### src/rtl/rv32i_loader_pkg.sv
// Shared types and constants for the boot-time imem loader.
package rv32i_loader_pkg;

  localparam int unsigned BYTE_W = 8;
  localparam int unsigned WORD_W = 32;
  localparam int unsigned LEN_W  = 16;

  localparam logic [BYTE_W-1:0] LOADER_MAGIC = 8'hA5;

  typedef enum logic [2:0] {
    IDLE  = 3'd0,
    LEN0  = 3'd1,
    LEN1  = 3'd2,
    DATA  = 3'd3,
    CSUM  = 3'd4,
    DONE  = 3'd5,
    ERROR = 3'd6
  } loader_state_t;

  // States in which the loader is still consuming stream bytes.
  function automatic logic loader_accepting(input loader_state_t s);
    return (s == IDLE) || (s == LEN0) || (s == LEN1) || (s == DATA) || (s == CSUM);
  endfunction

endpackage

### src/rtl/imem_loader.sv
// Framed byte-stream loader: assembles LE words into imem, verifies an XOR
// checksum and releases the core from reset once the image is good.
module imem_loader
  import rv32i_loader_pkg::*;
#(
  parameter int unsigned ADDR_WIDTH = 10
) (
  input  logic                  clk_i,
  input  logic                  reset_i,
  input  logic                  rx_valid_i,
  input  logic [BYTE_W-1:0]     rx_data_i,
  output logic                  rx_ready_o,
  output logic                  imem_we_o,
  output logic [ADDR_WIDTH-1:0] imem_addr_o,
  output logic [WORD_W-1:0]     imem_wdata_o,
  output logic                  core_resetn_o,
  output logic                  done_o,
  output logic                  error_o
);

  localparam int unsigned IDX_W    = ADDR_WIDTH + 1;
  localparam int unsigned CAPACITY = 1 << ADDR_WIDTH;

  loader_state_t         state_q, state_d;
  logic [1:0]            byte_cnt_q, byte_cnt_d;
  logic [LEN_W-1:0]      len_q, len_d;
  logic [IDX_W-1:0]      widx_q, widx_d;
  logic [WORD_W-1:0]     word_q, word_d;
  logic [BYTE_W-1:0]     xor_q, xor_d;

  logic                  we_q, we_d;
  logic [ADDR_WIDTH-1:0] addr_q, addr_d;
  logic [WORD_W-1:0]     wdata_q, wdata_d;
  logic                  ready_q, ready_d;
  logic                  done_q, done_d;
  logic                  error_q, error_d;
  logic                  core_resetn_q, core_resetn_d;

  logic                  accept;
  logic [LEN_W-1:0]      n_rx;

  assign accept = rx_valid_i & ready_q;
  assign n_rx   = {rx_data_i, len_q[BYTE_W-1:0]};

  // State, datapath and registered outputs; async reset abandons any partial load.
  always_ff @(posedge clk_i or posedge reset_i) begin
    if (reset_i) begin
      state_q       <= IDLE;
      byte_cnt_q    <= 2'd0;
      len_q         <= '0;
      widx_q        <= '0;
      word_q        <= '0;
      xor_q         <= '0;
      we_q          <= 1'b0;
      addr_q        <= '0;
      wdata_q       <= '0;
      ready_q       <= 1'b1;
      done_q        <= 1'b0;
      error_q       <= 1'b0;
      core_resetn_q <= 1'b0;
    end else begin
      state_q       <= state_d;
      byte_cnt_q    <= byte_cnt_d;
      len_q         <= len_d;
      widx_q        <= widx_d;
      word_q        <= word_d;
      xor_q         <= xor_d;
      we_q          <= we_d;
      addr_q        <= addr_d;
      wdata_q       <= wdata_d;
      ready_q       <= ready_d;
      done_q        <= done_d;
      error_q       <= error_d;
      core_resetn_q <= core_resetn_d;
    end
  end

  // Next-state, word assembly, checksum fold and output decode.
  always_comb begin
    state_d    = state_q;
    byte_cnt_d = byte_cnt_q;
    len_d      = len_q;
    widx_d     = widx_q;
    word_d     = word_q;
    xor_d      = xor_q;
    we_d       = 1'b0;
    addr_d     = addr_q;
    wdata_d    = wdata_q;

    case (state_q)
      IDLE: begin
        if (accept && (rx_data_i == LOADER_MAGIC)) begin
          state_d = LEN0;
        end
      end

      LEN0: begin
        if (accept) begin
          len_d   = {8'h00, rx_data_i};
          state_d = LEN1;
        end
      end

      LEN1: begin
        if (accept) begin
          len_d      = n_rx;
          byte_cnt_d = 2'd0;
          widx_d     = '0;
          xor_d      = '0;
          if (32'(n_rx) > CAPACITY) begin
            state_d = ERROR;
          end else if (n_rx == '0) begin
            state_d = CSUM;
          end else begin
            state_d = DATA;
          end
        end
      end

      DATA: begin
        if (accept) begin
          word_d[{byte_cnt_q, 3'b000} +: BYTE_W] = rx_data_i;
          xor_d      = xor_q ^ rx_data_i;
          byte_cnt_d = byte_cnt_q + 2'd1;
          if (byte_cnt_q == 2'd3) begin
            we_d    = 1'b1;
            addr_d  = widx_q[ADDR_WIDTH-1:0];
            wdata_d = word_d;
            widx_d  = widx_q + IDX_W'(1);
            if (LEN_W'(widx_d) == len_q) begin
              state_d = CSUM;
            end
          end
        end
      end

      CSUM: begin
        if (accept) begin
          state_d = (rx_data_i == xor_q) ? DONE : ERROR;
        end
      end

      DONE:    state_d = DONE;
      ERROR:   state_d = ERROR;
      default: state_d = ERROR;
    endcase

    ready_d       = loader_accepting(state_d);
    done_d        = (state_d == DONE);
    error_d       = (state_d == ERROR);
    core_resetn_d = (state_d == DONE);
  end

  assign rx_ready_o    = ready_q;
  assign imem_we_o     = we_q;
  assign imem_addr_o   = addr_q;
  assign imem_wdata_o  = wdata_q;
  assign core_resetn_o = core_resetn_q;
  assign done_o        = done_q;
  assign error_o       = error_q;

endmodule

### config.mk
export PLATFORM = sky130hd
export DESIGN_NAME = imem_loader
export DESIGN_NICKNAME = d
export VERILOG_FILES = /design/src/rtl/rv32i_loader_pkg.sv /design/src/rtl/imem_loader.sv
export SDC_FILE = /design/constraint.sdc
export NUM_CORES = 1
export LEC_CHECK = 0
export ABC_AREA = 1
export ABC_CLOCK_PERIOD_IN_PS = 4500
export CAP_MARGIN = 20
export CORE_MARGIN = 4
export CORE_UTILIZATION = 57
export DETAILED_ROUTE_END_ITERATION = 10
export GPL_ROUTABILITY_DRIVEN = 0
export PLACE_DENSITY_LB_ADDON = 0.1
export SETUP_SLACK_MARGIN = 0.1
export SLEW_MARGIN = 30
export SYNTH_ARGS = -nofsm -noshare
export SYNTH_HDL_FRONTEND = slang
export SYNTH_SLANG_ARGS = --single-unit
### constraint.sdc
create_clock -name clk_i -period 4.5 [get_ports clk_i]
set_clock_uncertainty 0.15 [all_clocks]
set_input_delay 0.45 -clock clk_i [delete_from_list [all_inputs] [get_ports clk_i]]
set_output_delay 0.45 -clock clk_i [all_outputs]
set_load 0.05 [all_outputs]
# Yosys cells after proc, flatten, opt, wreduce, memory -nomap -nowiden
# Cells that the tools add are included.
# W data, S select, Z words.
# classes
add_sub_neg	3
magnitude_cmp	1
eq_ne	19
n_shift	2
n_mux	28
bitwise	3
n_reduce_logical	16
# ops
operator	n
$mux W11	3
$bwmux W32	1
$mux W16	2
$pmux W16 S2	1
$shift A8 B7 Y32 const A	1
$shiftx A8 B7 Y32	1
$mux W3	9
$pmux W11 S2	1
$pmux W3 S6	1
$eq A11 B16 Y1	1
$gt A16 B11 Y1 const B	1
$logic_not A16 Y1	1
$mux W8	2
$pmux W8 S2	1
$eq A3 B3 Y1 const B	5
$eq A3 B2 Y1 const B	4
$reduce_and A3 Y1	4
$add A11 B1 Y11 const B	1
$eq A8 B8 Y1	1
$eq A8 B8 Y1 const B	1
$ne A2 B2 Y1 const B	4
$xor A8 B8 Y8	1
$neg A5 Y7	1
$eq A3 B1 Y1 const B	2
other kinds (13)	22
# word_totals
ff_bits	118
in_bits	11
out_inout_bits	47
word_cells	85

# Depth between registers and ports, before layout
# Gate-level depths: netlist of the first run.
# depth
word_depth	11
mapped_depth	14
mapped_depth_nobuf	14

# Worst setup path before layout of the first run
# OpenSTA, ideal clock, no wires.
# synth_path
path_type	flip-flop to flip-flop
startpoint	register byte_cnt_q[0]
endpoint	register word_q[19]
setup_time_ps	83
t_arrival_ps	1840
required_time_ps	4267
path_slack_ps	2427
path_stages_with_launch	10
n_path_buf	1
period_less_slack_ps	2073
path_cell_list	dfrtp_1 clkbuf_1 inv_1 ha_1 inv_1 nor2_1 nand4_1 o21ai_0 nand2_1 o21ai_0
# synth_between
elab_chain_cells	3
elab_cells_between_ends	4
classes_between	1 x add/sub; 2 x shift; 1 x mux
# synth_lines
element	line_no	rtl
from (decl)	imem_loader.sv:25	logic [1:0] byte_cnt_q, byte_cnt_d;
from (signal assigned)	imem_loader.sv:63	byte_cnt_q <= byte_cnt_d;
$neg A5 Y7 *	imem_loader.sv:122	word_d[{byte_cnt_q, 3'b000} +: BYTE_W] = rx_data_i;
$shiftx A8 B7 Y32 or $shift A8 B7 Y32 (tied branches)	imem_loader.sv:122	
$bwmux W32 *	imem_loader.sv:122	
to (signal assigned)	imem_loader.sv:66	word_q <= word_d;
to (decl)	imem_loader.sv:28	logic [WORD_W-1:0] word_q, word_d;
# Every way passes the cells marked *; elsewhere a longest branch is shown, timed or not.
# A chain may end at the register's enable or synchronous reset.

# Worst setup path in the final report of the first run
# layout_path
startpoint	register ready_q (netlist: rx_ready_o)
endpoint	register widx_q[1]
# layout_between
elab_chain_cells	3
elab_cells_between_ends	4
classes_between	2 x eq/ne; 1 x bitwise; 1 x reduce/logical
# layout_lines
element	line_no	rtl
from (decl)	imem_loader.sv:34	logic ready_q, ready_d;
from (signal assigned)	imem_loader.sv:71	ready_q <= ready_d;
$and A1 B1 Y1 *	imem_loader.sv:42	assign accept = rx_valid_i & ready_q;
$ne A2 B2 Y1 (no line)	--	
$reduce_and A4 Y1 (no line) *	--	
to (signal assigned)	imem_loader.sv:65	widx_q <= widx_d;
to (decl)	imem_loader.sv:27	logic [IDX_W-1:0] widx_q, widx_d;
# Marks and branches as above.

==> run metrics, run 1 <==
status completed; number of cell rows 36; area of the multi-input gates 2256 sq um; CTS Buffer Depth 2; pwr dens 749.0 nW/um^2; core box area 9729 sq um; setup violators final 0; Peak VDD IR 0.3777 mV; Avg Inst Size Synth 8.050 sq um; Vias 4893; most common cell after layout, fill and taps aside nand2_1; Worst slew margin 0.3419; post_cts resized 0; CTS tree yes; Distinct cells, synth 33; crit path capture type register; fin nets 774; Hold WS 260.3 ps; fin crit period 2466 ps; CP arrival 2660 ps; Max Fclk 0.4055 GHz; largest net degree at the start of global routing 76; die area 11630 sq um; post-synth net total 724; Final ANT Viol Nets 0; CP Data Required Time 4700 ps; Max Slew Vio Count 0; Die Y 107.9 microns; CP most frequent cell nand2_1; design area 6913 sq um; clk root buf clkbuf_8; CP delay by family, top compound AO/OA/AOI/OAI gates; first-pass GRT wire length 23460 microns; setup TNS 0 ps; Setup WS pre-CTS 1672 ps; clock slew at reported path FFs 50 ps; register share of total power 0.336; Seq cells post-synth 118; CP Class register to register; slowest cell delay on critical path 850 ps; Vias/cell 5.425; CTS Hold Bufs 0; largest fanout on the critical path 11; Post-DP Area 6311 sq um; Final WS setup 2034 ps; DRC violations left 0; clock share of power 0.264; total gr overflow 0; Clock Latency Late Sink 510 ps; period utilization 0.5481; vias in the first global route 4981; drt pass-1 iters 5; WP buf/inv 1; Yosys warnings 0; share of layout cells above drive strength 1 0.06632; RSZ-0062 raised after global routing no; CTS HTree Levels 4; Crit-path slowest cell a21oi_1; total setup buffers inserted after CTS 0; MaxCap Viol Count 0; register area share after synthesis 0.5198; internal power 3040 uW; Final Util 0.7105; combinational share of power 0.400; Boundary Pins 58; clock tree sinks 118; Hold Fails Final Rpt 0; sequential cell area 2954 sq um; Die Wd 107.9 microns; Area Growth Syn to Fin 21.64%; worst-path cell chain nand2_1, inv_1, nand2_1, a21oi_1, o22ai_1; Slew @ Worst Pin 987.1 ps; port buffer count 57; CTS buffer count 17; cell area after synthesis 5683 sq um; fill count 810; routed len/inst 15.17 microns; DRT iter0 DRCs 386; total global-route track usage 0.2551; antenna cells 0; Sw Share 0.4129; worst min path class primary input to async pin; Sw Pwr 2138 uW; CP startpoint kind register; most frequent cells in the layout nand2_1, dfrtp_1, inv_1, o21ai_0, clkdlybuf4s50_1; wirelength, routed 13680 microns; antenna violations before repair 0; dpl hpwl 9280 microns; leakage power 0.003287 uW; cell count after synthesis 706; starting density of the core 0.5841
-- state kept, by name, summed over array words and instances, names as in the netlist, 2 cells and up --
| signal | cells |
|---|---|
| byte_cnt_q | 2 |
| imem_wdata_o | 32 |
| xor_q | 8 |
| imem_addr_o | 10 |
| state_q | 3 |
| len_q | 16 |
| word_q | 32 |
| widx_q | 11 |
-- power by group through the flow --
stage / sequential, uW / clock [uW] / combinational (uW)
after floorplan: 2240 / 0 / 931
after global placement: 1730 / 0 / 2020
after detailed placement: 1750 / 0 / 2060
after CTS: 1740 / 1370 / 2080
after global routing: 1790 / 1430 / 2280
final: 1740 / 1370 / 2070
-- worst register-to-register path, cell delays in order (launching register included) --
cell and delay (ps):
dfstp_2 530, nand2_1 170, inv_1 170, nand2_1 260
a21oi_1 850, o22ai_1 170
-- final cells by class --
cell class                      instances  share of cell area
Sequential cell                       118              0.4273
Clock buffer                           23             0.06896
Inverter                               87             0.04796
Timing Repair Buffer                   60             0.08760
Clock inverter                          9             0.01774
Tap cell                              133             0.02407
Multi-Input combinational cell        472              0.3263
-- cells by family after synthesis --
group,Yosys count,synth area share
fa+ha+maj,7,0.01541
simple gates,337,0.2497
buf+inv,116,0.08322
xor+xnor,8,0.01233
flops,118,0.5198
compound gates,120,0.1196
-- synthesized netlist by cell type --
cell,number,area [sq um]
or2_2,1,6.260
a31oi_1,1,6.260
o21ai_1,1,5.000
o21ai_0,72,360.4
buf_2,6,30.03
nand4_1,18,112.6
a22o_1,5,43.79
and2_1,1,6.260
nand3_2,2,20.02
a21oi_1,5,25.02
dfstp_2,1,26.28
nand2_2,3,18.77
nor2_2,4,25.02
nand3_1,34,170.2
inv_1,83,311.6
nor2_4,3,33.78
o31ai_1,8,60.06
buf_4,4,30.03
xor2_1,5,43.79
xnor2_1,3,26.28
inv_2,3,11.26
nor4_1,1,6.260
nor3_1,5,25.02
o22ai_1,25,156.4
buf_1,4,15.01
o21bai_1,3,22.52
clkbuf_1,13,48.80
nand2_1,235,882.1
buf_6,2,22.52
clkinv_1,1,3.750
nor2_1,30,112.6
dfrtp_1,117,2928
ha_1,7,87.58
-- routing by layer --
metal  GRT usage  share of wire
met2      0.4227           0.50
met4     0.09288          0.023
met1      0.3315           0.44
met3     0.05339          0.042
met5           0              0
-- final timing paths --
| kind | start | to | slack, ps | cells after the start |
|---|---|---|---|---|
| min in group clk_i | imem_wdata_o[20] | imem_wdata_o[20] | 320 | 2 |
| min reg2reg | imem_wdata_o[20] | imem_wdata_o[20] | 320 | 2 |
| min | reset_i | imem_addr_o[4] | 260 | 2 |
| max | rx_ready_o | widx_q[1] | 2030 | 5 |
| max reg2reg | rx_ready_o | widx_q[1] | 2030 | 5 |
| max in group asynchronous | reset_i | rx_ready_o | 3190 | 3 |
-- through the flow --
step | total power [uW] | instances
after floorplan | 3174 | 706
after global placement | 3755 | 870
after detailed placement | 3809 | 870
after CTS | 5192 | 902
after global routing | 5499 | 902
final | 5178 | 902
Note: power is estimated with default switching activity, not from simulation.
==> inputs of run 2 (changes only) <==
--- a/config.mk
+++ b/config.mk
@@ -6,10 +6,10 @@
 export NUM_CORES = 1
 export LEC_CHECK = 0
 export ABC_AREA = 1
-export ABC_CLOCK_PERIOD_IN_PS = 4500
+export ABC_CLOCK_PERIOD_IN_PS = 2200
 export CAP_MARGIN = 20
 export CORE_MARGIN = 4
-export CORE_UTILIZATION = 57
+export CORE_UTILIZATION = 51
 export DETAILED_ROUTE_END_ITERATION = 10
 export GPL_ROUTABILITY_DRIVEN = 0
 export PLACE_DENSITY_LB_ADDON = 0.1
==> constraint.sdc (replaced) <==
create_clock -name clk_i -period 2.2 [get_ports clk_i]
set_clock_uncertainty 0.15 [all_clocks]
set_input_delay 0.22 -clock clk_i [delete_from_list [all_inputs] [get_ports clk_i]]
set_output_delay 0.22 -clock clk_i [all_outputs]
set_load 0.05 [all_outputs]
==> run metrics, run 2 (synthesis results as in run 1) <==
clock share of power 0.261; most common cell after layout, fill and taps aside nand2_1; Die Y 113.6 microns; Max Fclk 0.4888 GHz; Max Slew Vio Count 0; Worst slew margin 0.5635; share of layout cells above drive strength 1 0.1030; Sw Share 0.4123; largest net degree at the start of global routing 70; CP arrival 1680 ps; Sw Pwr 4429 uW; CP Data Required Time 1830 ps; crit path capture type output pin; CP startpoint kind register; vias in the first global route 4774; pwr dens 1486 nW/um^2; antenna cells 0; combinational share of power 0.413; setup TNS 0 ps; met3 routed WL 624 microns; WP buf/inv 1; total gr overflow 0; Max Used Layer met4; status completed; MaxCap Viol Count 0; CP delay by family, top buffers and inverters; Final ANT Viol Nets 0; met2 wire len 6535 microns; Clock Latency Late Sink 520 ps; DRT met1 WL 6314 microns; wirelength, routed 13800 microns; area of the multi-input gates 2270 sq um; drt pass-1 iters 5; setup violators final 0; hold_sp rx_data_i[6]; CTS Buffer Depth 2; worst min path class primary input to register; R2R Path Start widx_q[1]; clk root buf clkbuf_8; RSZ-0062 raised after global routing yes; largest fanout on the critical path 2; Vias 4871; Layout Cells excl Fill 936; most frequent cells in the layout nand2_1, dfrtp_1, inv_1, o21ai_0, clkdlybuf4s50_1; antenna violations before repair 0; Hold Fails Final Rpt 0; core box area 10890 sq um; DRC violations left 0; fin nets 801; Boundary Pins 58; Setup WS pre-CTS 69.80 ps; clock tree sinks 118; DRT iter0 DRCs 322; worst-path cell chain clkdlybuf4s50_1; clock slew at reported path FFs 50 ps; CTS buffer count 17; period utilization 0.9299; starting density of the core 0.5219; fill count 920; number of cell rows 38; Slew @ Worst Pin 653.3 ps; dpl hpwl 9854 microns; internal power 6313 uW; routed len/inst 14.74 microns; register share of total power 0.327; total global-route track usage 0.2284; Die Wd 113.6 microns; critical path launch point imem_wdata_o[27]; Crit-path slowest cell clkdlybuf4s50_1; Final WS setup 154.2 ps; Final Util 0.6641; fin crit period 2046 ps; Vias/cell 5.204; port buffer count 57; CP Class register to output pin; CTS tree yes; CTS HTree Levels 4; sequential cell area 2954 sq um; Cells after DPL 901; slowest cell delay on critical path 810 ps; Area Growth Syn to Fin 27.23%; Peak VDD IR 0.9259 mV; die area 12900 sq um; leakage power 0.003741 uW; first-pass GRT wire length 23380 microns
-- run 2: cell count changes in the layout (fill, tap and decap cells not counted), moves of 2 or more --
cell | before | now
buf_4 | 2 | 24
clkdlybuf4s50_1 | 57 | 36
dlymetal6s2s_1 | 0 | 20
clkbuf_8 | 5 | 1
buf_12 | 1 | 4
clkinvlp_4 | 1 | 4
clkbuf_1 | 2 | 0
clkinv_2 | 5 | 7
-- run 2: worst paths after layout --
kind	to	slack [ps]	depth (start not counted)
worst min-delay path	len_q[6]	270	3
max in group asynchronous	word_q[10]	710	4
worst min register to register	imem_wdata_o[24]	320	2
worst max-delay path	imem_wdata_o[27]	150	1
worst max register to register	error_o	230	14
min in group asynchronous	imem_addr_o[3]	550	3
-- run 2: cell type report --
| class | count | share of cell area |
|---|---|---|
| Inverter | 87 | 0.04568 |
| Tap cell | 140 | 0.02423 |
| Timing Repair Buffer | 87 | 0.1246 |
| Multi-Input combinational cell | 472 | 0.3139 |
| Clock buffer | 17 | 0.05728 |
| Sequential cell | 118 | 0.4085 |
| Clock inverter | 15 | 0.02578 |
-- run 2: power by group through the flow --
stage | Combinational (uW) | Clock [uW] | Sequential [uW]
6_report | 4430 | 2800 | 3510
3_5_place_dp | 4390 | 0 | 3530
2_1_floorplan | 1900 | 0 | 4590
3_3_place_gp | 4330 | 0 | 3500
5_1_grt | 4840 | 2970 | 3620
4_1_cts | 4420 | 2840 | 3510
-- run 2: metal layers --
layer | vias up | GRT usage
li1 | 2432 | -
met4 | 0 | 0.09295
met3 | 28 | 0.04775
met2 | 126 | 0.3557
met5 | - | 0
met1 | 2285 | 0.3135
-- run 2: through the flow --
step / total power, uW / instance area, sq um / hold slack [ps]
finish: 10740 / 7231 / 268.8
global route: 11430 / 7231 / 302.5
CTS: 10770 / 7148 / 248.4
detailed placement: 7921 / 6539 / 309.8
global placement: 7836 / 6539 / 305.8
floorplan: 6493 / 5687 / 244.2
-- run 2: what timing repair did --
action                     CTS  global route
pin swaps                    0             1
setup endpoints to repair    1            28
buffers inserted             0             2
hold buffers                 1             0
hold endpoints to repair    22             0
gates resized for setup      1            25
